===== src/rtl/uniform_coeff_sampler.sv =====
// Uniform coefficient sampler: pulls 16-bit PRNG words one at a time, masks them to
// MASK_BITS, rejects values >= Q and streams N_COEFF accepted coefficients per batch.
module uniform_coeff_sampler #(
  parameter int Q         = 12289,
  parameter int MASK_BITS = 14,
  parameter int N_COEFF   = 256,
  parameter int IDX_W     = 8
) (
  input  logic             clk,
  input  logic             rst_n,
  input  logic             en,
  input  logic             req,
  output logic             prng_start,
  input  logic             prng_done,
  input  logic [15:0]      prng_data,
  output logic [15:0]      coeff_out,
  output logic             coeff_valid,
  input  logic             coeff_ready,
  output logic [IDX_W-1:0] coeff_idx,
  output logic             busy,
  output logic             batch_done,
  output logic [15:0]      reject_cnt
);

  typedef enum logic [2:0] {IDLE, REQ, CHECK, OUT, DONE} state_t;

  // One extra bit so that Q == 2^MASK_BITS is representable in the comparison.
  localparam logic [MASK_BITS:0]   Q_L      = (MASK_BITS + 1)'(Q);
  localparam logic [IDX_W-1:0]     LAST_IDX = IDX_W'(N_COEFF - 1);

  state_t                 state_q, state_d;
  logic                   prng_start_q, prng_start_d;
  logic [MASK_BITS-1:0]   latched_q, latched_d;
  logic [15:0]            coeff_out_q, coeff_out_d;
  logic                   coeff_valid_q, coeff_valid_d;
  logic [IDX_W-1:0]       coeff_idx_q, coeff_idx_d;
  logic                   busy_q, busy_d;
  logic                   batch_done_q, batch_done_d;
  logic [15:0]            reject_cnt_q, reject_cnt_d;
  logic                   accept;
  logic                   prng_hi_unused;

  assign prng_hi_unused = ^prng_data[15:MASK_BITS];
  assign accept         = ({1'b0, latched_q} < Q_L);

  always_comb begin
    state_d       = state_q;
    prng_start_d  = prng_start_q;
    latched_d     = latched_q;
    coeff_out_d   = coeff_out_q;
    coeff_valid_d = coeff_valid_q;
    coeff_idx_d   = coeff_idx_q;
    batch_done_d  = batch_done_q;
    reject_cnt_d  = reject_cnt_q;
    // With en low nothing advances; every register simply holds.
    if (en) begin
      batch_done_d = 1'b0;
      unique case (state_q)
        IDLE: begin
          if (req) begin
            state_d      = REQ;
            prng_start_d = 1'b1;
            coeff_idx_d  = '0;
            reject_cnt_d = '0;
          end
        end
        REQ: begin
          if (prng_done) begin
            latched_d    = prng_data[MASK_BITS-1:0];
            state_d      = CHECK;
            prng_start_d = 1'b0;
          end
        end
        CHECK: begin
          if (accept) begin
            state_d       = OUT;
            coeff_out_d   = 16'(latched_q);
            coeff_valid_d = 1'b1;
          end else begin
            if (reject_cnt_q != 16'hFFFF) begin
              reject_cnt_d = reject_cnt_q + 16'd1;
            end
            state_d      = REQ;
            prng_start_d = 1'b1;
          end
        end
        OUT: begin
          if (coeff_ready) begin
            coeff_valid_d = 1'b0;
            if (coeff_idx_q == LAST_IDX) begin
              state_d      = DONE;
              batch_done_d = 1'b1;
            end else begin
              coeff_idx_d  = coeff_idx_q + IDX_W'(1);
              state_d      = REQ;
              prng_start_d = 1'b1;
            end
          end
        end
        DONE: begin
          state_d = IDLE;
        end
        default: begin
          state_d = IDLE;
        end
      endcase
    end
    busy_d = (state_d != IDLE);
  end

  always_ff @(posedge clk or negedge rst_n) begin
    if (!rst_n) begin
      state_q       <= IDLE;
      prng_start_q  <= 1'b0;
      latched_q     <= '0;
      coeff_out_q   <= '0;
      coeff_valid_q <= 1'b0;
      coeff_idx_q   <= '0;
      busy_q        <= 1'b0;
      batch_done_q  <= 1'b0;
      reject_cnt_q  <= '0;
    end else begin
      state_q       <= state_d;
      prng_start_q  <= prng_start_d;
      latched_q     <= latched_d;
      coeff_out_q   <= coeff_out_d;
      coeff_valid_q <= coeff_valid_d;
      coeff_idx_q   <= coeff_idx_d;
      busy_q        <= busy_d;
      batch_done_q  <= batch_done_d;
      reject_cnt_q  <= reject_cnt_d;
    end
  end

  // The request level is suppressed while the block is frozen.
  assign prng_start  = prng_start_q & en;
  assign coeff_out   = coeff_out_q;
  assign coeff_valid = coeff_valid_q;
  assign coeff_idx   = coeff_idx_q;
  assign busy        = busy_q;
  assign batch_done  = batch_done_q;
  assign reject_cnt  = reject_cnt_q;

endmodule


===== config.mk =====
export PLATFORM = sky130hd
export DESIGN_NAME = uniform_coeff_sampler
export DESIGN_NICKNAME = d
export VERILOG_FILES = /design/src/rtl/uniform_coeff_sampler.sv
export SDC_FILE = /design/constraint.sdc
export NUM_CORES = 1
export LEC_CHECK = 0
export BUFFER_PORTS_ARGS = -buffer_cell sky130_fd_sc_hd__buf_2
export CORE_MARGIN = 2
export CORE_UTILIZATION = 54
export DETAILED_ROUTE_END_ITERATION = 12
export PLACE_DENSITY = 0.8
export SYNTH_ARGS = -nofsm -noshare
export SYNTH_HDL_FRONTEND = slang
export SYNTH_SLANG_ARGS = --single-unit

===== constraint.sdc =====
create_clock -name clk -period 2.7 [get_ports clk]
set_input_delay 0.54 -clock clk [delete_from_list [all_inputs] [get_ports clk]]
set_output_delay 0.54 -clock clk [all_outputs]
set_load 0.02 [all_outputs]

==> run metrics, run 1 <==
maximum clock rate 452.5 MHz; IO Pins 66; outcome completed; Final min period 2210 ps; Post-Syn Area 2864 µm²; Sinks on Clock Net 59; die area 5902 µm²; Synth Area per Inst 10.38 µm²; dominant cell type by area after synthesis dfrtp_1; Hold/Removal Path Class in2async; initial core utilization 56.08%; chip width 76.83 µm; chip height 76.83 µm; sequential area share after synthesis 51.55%; Slew headroom 51.76%; DRC errors left 0; Worst Path Max Fanout 12; warnings from Yosys 0; power per cell area 1017 nW/µm²; CP Launch Type flop; Avg WL per Cell 14.65 µm; Distinct cells, synth 39; maxcap violations 0; Critical Path Sink Type flop; share of cells above drive strength 1 33.52%; fin area 3487 µm²; Tcrit/Tclk final 81.86%; setup violators final 0; post-CTS sizing 0; clk root buf clkbuf_8; setup bufs post-CTS 0; Cells after Synth 276; final design utilization 68.28%; CP Class reg2reg; I/O Buffers 61; first-pass GRT wire length 10310 µm; max-slew violation total from the final report 0; main area contributors after synthesis dfrtp_1 52%, mux2_2 11%, o21ai_0 4.2%; maximum root-to-sink buffer count 2; worst-skew pair later-pin latency 330 ps; Layout Area Growth over Synthesis 21.76%; initial antenna violation count 0; Pwr Total 3.546 mW; Via density 5.659; Post-synth ARST share 100.0%; GPL Wtd Cong 0.8595; Layout Nets 368; top-area cell type share of the netlist area 51.55%; Placed Instance Area 3259 µm²; VDD IR-drop max 0.6455 mV; Hold Fails Final Rpt 0; Tightest Pin Transition 717.6 ps; Synth Register Bits 59; final antenna-violating net count 0; CTS clock-pin slew for the worst setup and hold paths 70 ps; Initial DRT Pass Iterations 4; CTS tree built; post-DP HPWL 4303 µm; Vias 2371; Core ar. 5107 µm²; Tot GR Track Use 21.80%; Top FF cell, synth dfrtp_1; Worst EP arrival 2460 ps; CTS Buf Count 9; largest net degree at the start of global routing 26; vias in the first global route 2254; H-tree level count 3; site row count 26; Initial DRC Count 132; TNS Setup 0 ps; number of synthesized flops with an enable pin 0; diode count 0; hold buffer count at CTS 0; Clock Skew 6.869 ps; Pleak 1.652 nW; CP required 2950 ps; routed wire length 6138 µm; RSZ-0062 raised after global routing no; gr ovfl total 0
path summary, 6_finish.rpt:
| check | startpoint | endpoint | slack, ps | depth (start not counted) |
|---|---|---|---|---|
| hold / removal | rst_n | coeff_idx[7]$_DFFE_PN0P_ | 200 | 1 |
| min in group clk | prng_data[2] | latched_q[2]$_DFFE_PN0P_ | 430 | 2 |
| setup reg to reg | state_q[2]$_DFF_PN0_ | reject_cnt[11]$_DFFE_PN0P_ | 490 | 5 |
| max in group asynchronous | rst_n | coeff_out[9]$_DFFE_PN0P_ | 1820 | 2 |
| hold reg to reg | coeff_idx[7]$_DFFE_PN0P_ | coeff_idx[7]$_DFFE_PN0P_ | 490 | 1 |
| setup / recovery | state_q[2]$_DFF_PN0_ | reject_cnt[11]$_DFFE_PN0P_ | 490 | 5 |
synthesized netlist by cell type, drive strengths merged, types with 3 or more instances:
cell type and number:
a21oi 8, and2 4, and3 12, buf 7
clkbuf 5, dfrtp 59, inv 4, mux2 28
mux2i 5, nand2 26, nand2b 8, nand3 16
nand4 7, nor2 19, nor2b 3, nor3 3
nor4 5, o21ai 24, o31ai 6, or4 5
power by group:
group | internal, mW | leakage [nW] | switching [mW]
clock network | 0.569 | 0.113 | 0.345
registers | 1.20 | 0.750 | 0.260
logic | 0.514 | 0.790 | 0.662
registers in the layout (all words and copies together) (netlist names):
name,flops
busy,1
reject_cnt,16
coeff_idx,8
coeff_out,14
coeff_valid,1
state_q,3
prng_start_q,1
batch_done,1
latched_q,14
area by class of cell:
type / count / area [µm²]
fillers: 420 / 1620
flip-flops and latches: 59 / 1476
multi-input cells: 202 / 1323
repair buffers: 68 / 357.8
clock buffers: 12 / 155.1
well taps: 70 / 87.58
clock inverters: 4 / 72.57
inverters: 4 / 15.01
routing by layer:
layer	global-route usage [%]	share of wire [%]
met3	5.882	6.6
met4	8.182	0.86
met2	34.82	48
met1	28.53	45
met5	0	0
through the flow:
| step | setup WS [ps] | hold slack (ps) | instances |
|---|---|---|---|
| 2_1_floorplan | 734.1 | 244.4 | 277 |
| 3_5_place_dp | 317.9 | 491.4 | 403 |
| 3_3_place_gp | 367.8 | 480.8 | 403 |
| 6_report | 489.9 | 202.8 | 419 |
| 5_1_grt | 340.2 | 242.4 | 419 |
| 4_1_cts | 472.1 | 211.1 | 419 |
worst max-delay path, stage by stage, from the launching register on:
cell and delay [ps]:
dfrtp_1 430, nand2b_1 210, a211o_1 290, or2_0 430, or4_1 590, a21oi_1 180
cell usage in the layout, fill, tap and decap left out, types with 3 or more instances in the layout:
master    instances
o31ai_1           6
o21ai_0          24
buf_2            61
dfrtp_1          59
or4_1             5
nor2b_1           3
inv_1             4
and2_1            4
mux2_2           28
nand2_1          26
a21oi_1           8
nand4_1           7
nor2_1           19
nor4_1            3
mux2i_1           5
and3_1           12
nand3_1          16
nand2b_1          8
buf_4             7
clkbuf_8         11
cell families (layout without fill, tap and decap cells):
family                     after synthesis  after routing  synth area share, %
other                                    1              2               0.1309
xor gates and xnor gates                 1              1               0.3059
and+or+nand+nor                        116            116                21.76
DFF                                     59             59                51.55
buffers and inverters                   16             88                2.577
AOI/OAI and AO/OA                       48             48                10.05
adders and majority gates                2              2               0.8736
muxes                                   33             33                12.76
Power figures use the tool's default switching activity.
==> inputs of run 2 (changes only) <==
- CORE_UTILIZATION: 54 -> 48
- PLACE_DENSITY: 0.8 -> 0.75
- clock period: 2.7 -> 2 ns (I/O delays scaled with it)
==> run 2 against run 1 <==
Register-to-register slack worse by 420 ps; sequential cell count stayed put; via count increased by 4.2%; largest cell class unchanged; power grew 38%; sequential power increased by 34%; global-route usage is 0.52 points lower; sequential share of layout area shrank 2.5 points.
==> run metrics, run 2 (synthesis gave the netlist of run 1 again) <==
I/O Buffers 61 (unchanged); IO Pins 66 (unchanged); setup bufs post-CTS 0 (unchanged); max reg flops 16 (unchanged); post-DP HPWL 4531 µm (+5.3%); maximum clock rate 517.4 MHz (+14%); CTS tree built; TNS Setup 0 ps (unchanged); H-tree level count 3 (unchanged); Worst R2R Path Depth 5 (unchanged); setup violators final 0 (unchanged); Initial DRT Pass Iterations 4 (unchanged); maximum root-to-sink buffer count 2 (unchanged); CP startpoint state_q[1]$_DFF_PN0_; Tcrit/Tclk final 96.63% (+15 points); filler cell count 468 (+11%); Core ar. 5851 µm² (+15%); initial core utilization 48.95% (-7.1 points); Worst EP arrival 2200 ps (-260 ps); most frequent cells in the layout 61 x buf_2, 59 x dfrtp_1, 26 x nand2_1, 26 x mux2_2, 25 x buf_4; worst-skew pair later-pin latency 340 ps (about the same); site row count 28 (+7.7%); Tot GR Track Use 21.29% (-0.52 points); Avg WL per Cell 14.46 µm (-1.3%); Initial DRC Count 120 (-9.1%); initial antenna violation count 0 (unchanged); Layout Area Growth over Synthesis 29.31%; Hold Fails Final Rpt 0 (unchanged); Vias 2470 (+4.2%); power per cell area 1324 nW/µm² (+30%); diode count 0 (unchanged); Hold Worst Slack 45.60 ps (-157.2 ps); chip width 81.25 µm (+5.8%); Layout Nets 389 (+5.7%); CP required 2260 ps (-690 ps); hold buffer count at CTS 0 (unchanged); gr ovfl total 0 (unchanged); max-slew violation total from the final report 0 (unchanged); chip height 81.25 µm (+5.8%); vias in the first global route 2322 (+3.0%); worst r2r src state_q[1]$_DFF_PN0_; Clock Skew 5.022 ps (-1.847 ps); CTS clock-pin slew for the worst setup and hold paths 70 ps (about the same); Final min period 1933 ps (-277.5 ps); Sinks on Clock Net 59 (unchanged); VDD IR-drop max 0.8365 mV (+30%); CP Launch Type flop; slack of the worst reg-to-reg path 70 ps (-420 ps); most common cell after layout, fill and taps aside buf_2; Hold/Removal Path Class in2async; final antenna-violating net count 0 (unchanged); first-pass GRT wire length 10470 µm (+1.5%); outcome completed; DRC errors left 0 (unchanged); die area 6601 µm² (+12%); Pleak 1.760 nW (+6.5%); Crit Reg-Reg Endpoint reject_cnt[4]$_DFFE_PN0P_; CP Class reg2reg; maxcap violations 0 (unchanged); GPL Wtd Cong 0.8333 (-3.0%); largest net degree at the start of global routing 60 (+130%); clk root buf clkbuf_8; Via density 5.563 (-1.7%); Critical Path Sink Type flop; routed wire length 6421 µm (+4.6%); share of cells above drive strength 1 38.75% (+5.2 points); Worst Setup EP reject_cnt[4]$_DFFE_PN0P_; CTS Buf Count 9 (unchanged); Worst Path Max Fanout 9 (-3)
[run 2: changes by cell type in the layout (fill, tap and decap cells not counted), sizes merged]
cell      delta
clkinvlp     +1
buf         +21
bufinv       -1
clkbuf       -1
[run 2: how the worst min path moves through the flow]
| stage | start | to | slack, ps | cells after the start |
|---|---|---|---|---|
| global placement | rst_n | coeff_out[10]$_DFFE_PN0P_ | 430 | 2 |
| detailed placement | rst_n | coeff_out[10]$_DFFE_PN0P_ | 430 | 2 |
| floorplan | rst_n | batch_done$_DFFE_PN0P_ | 100 | 0 |
| global route | rst_n | coeff_idx[1]$_DFFE_PN0P_ | 70 | 2 |
| finish | rst_n | coeff_out[9]$_DFFE_PN0P_ | 50 | 2 |
| CTS | rst_n | coeff_out[9]$_DFFE_PN0P_ | 60 | 2 |
[run 2: area by class of cell]
| type | count | area (µm²) | area share (%) |
|---|---|---|---|
| sequential | 59 | 1476 | 39.86 |
| clock inverter | 4 | 50.05 | 1.351 |
| tap | 75 | 93.84 | 2.534 |
| clock buffer | 11 | 151.4 | 4.088 |
| timing repair buffer | 89 | 544.3 | 14.70 |
| multi-input combinational | 202 | 1373 | 37.06 |
| inverter | 4 | 15.01 | 0.4054 |
[run 2: power breakdown]
group | switching (mW) | internal, mW | leakage (nW)
combinational | 0.988 | 0.863 | 0.913
sequential | 0.342 | 1.62 | 0.750
clock | 0.463 | 0.633 | 0.0974
[run 2: timing repair]
item / in CTS / in global routing
setup endpoints to repair: 14 / 16
pin swaps: 1 / 2
gates resized for setup: 2 / 9
endpoints found under the hold margin: 0 / 0
cloned: 0 / 0
[run 2: per-stage QoR]
stage | setup slack (ps) | cell area (µm²) | utilization [%] | total power [mW] | std cells
global route | -20.80 | 3704 | 63.30 | 5.222 | 444
floorplan | 69.29 | 2868 | - | 3.038 | 277
finish | 67.38 | 3704 | 63.30 | 4.905 | 444
CTS | 5.024 | 3652 | 62.43 | 4.871 | 444
global placement | -25.50 | 3448 | 58.94 | 3.675 | 429
detailed placement | -73.82 | 3448 | 58.94 | 3.752 | 429
[run 2: routing by layer]
metal,GRT usage (%),wire length (µm)
met1,26.09,2825
met2,34.21,3110
met3,7.111,372
met4,9.492,112
met5,0,0
[run 2: worst max-delay path: stages (launching register included)]
cell and delay (ps):
dfrtp_1 420, nand2b_1 160, a211o_1 310, or2_4 300
or4_1 500, a21oi_1 160
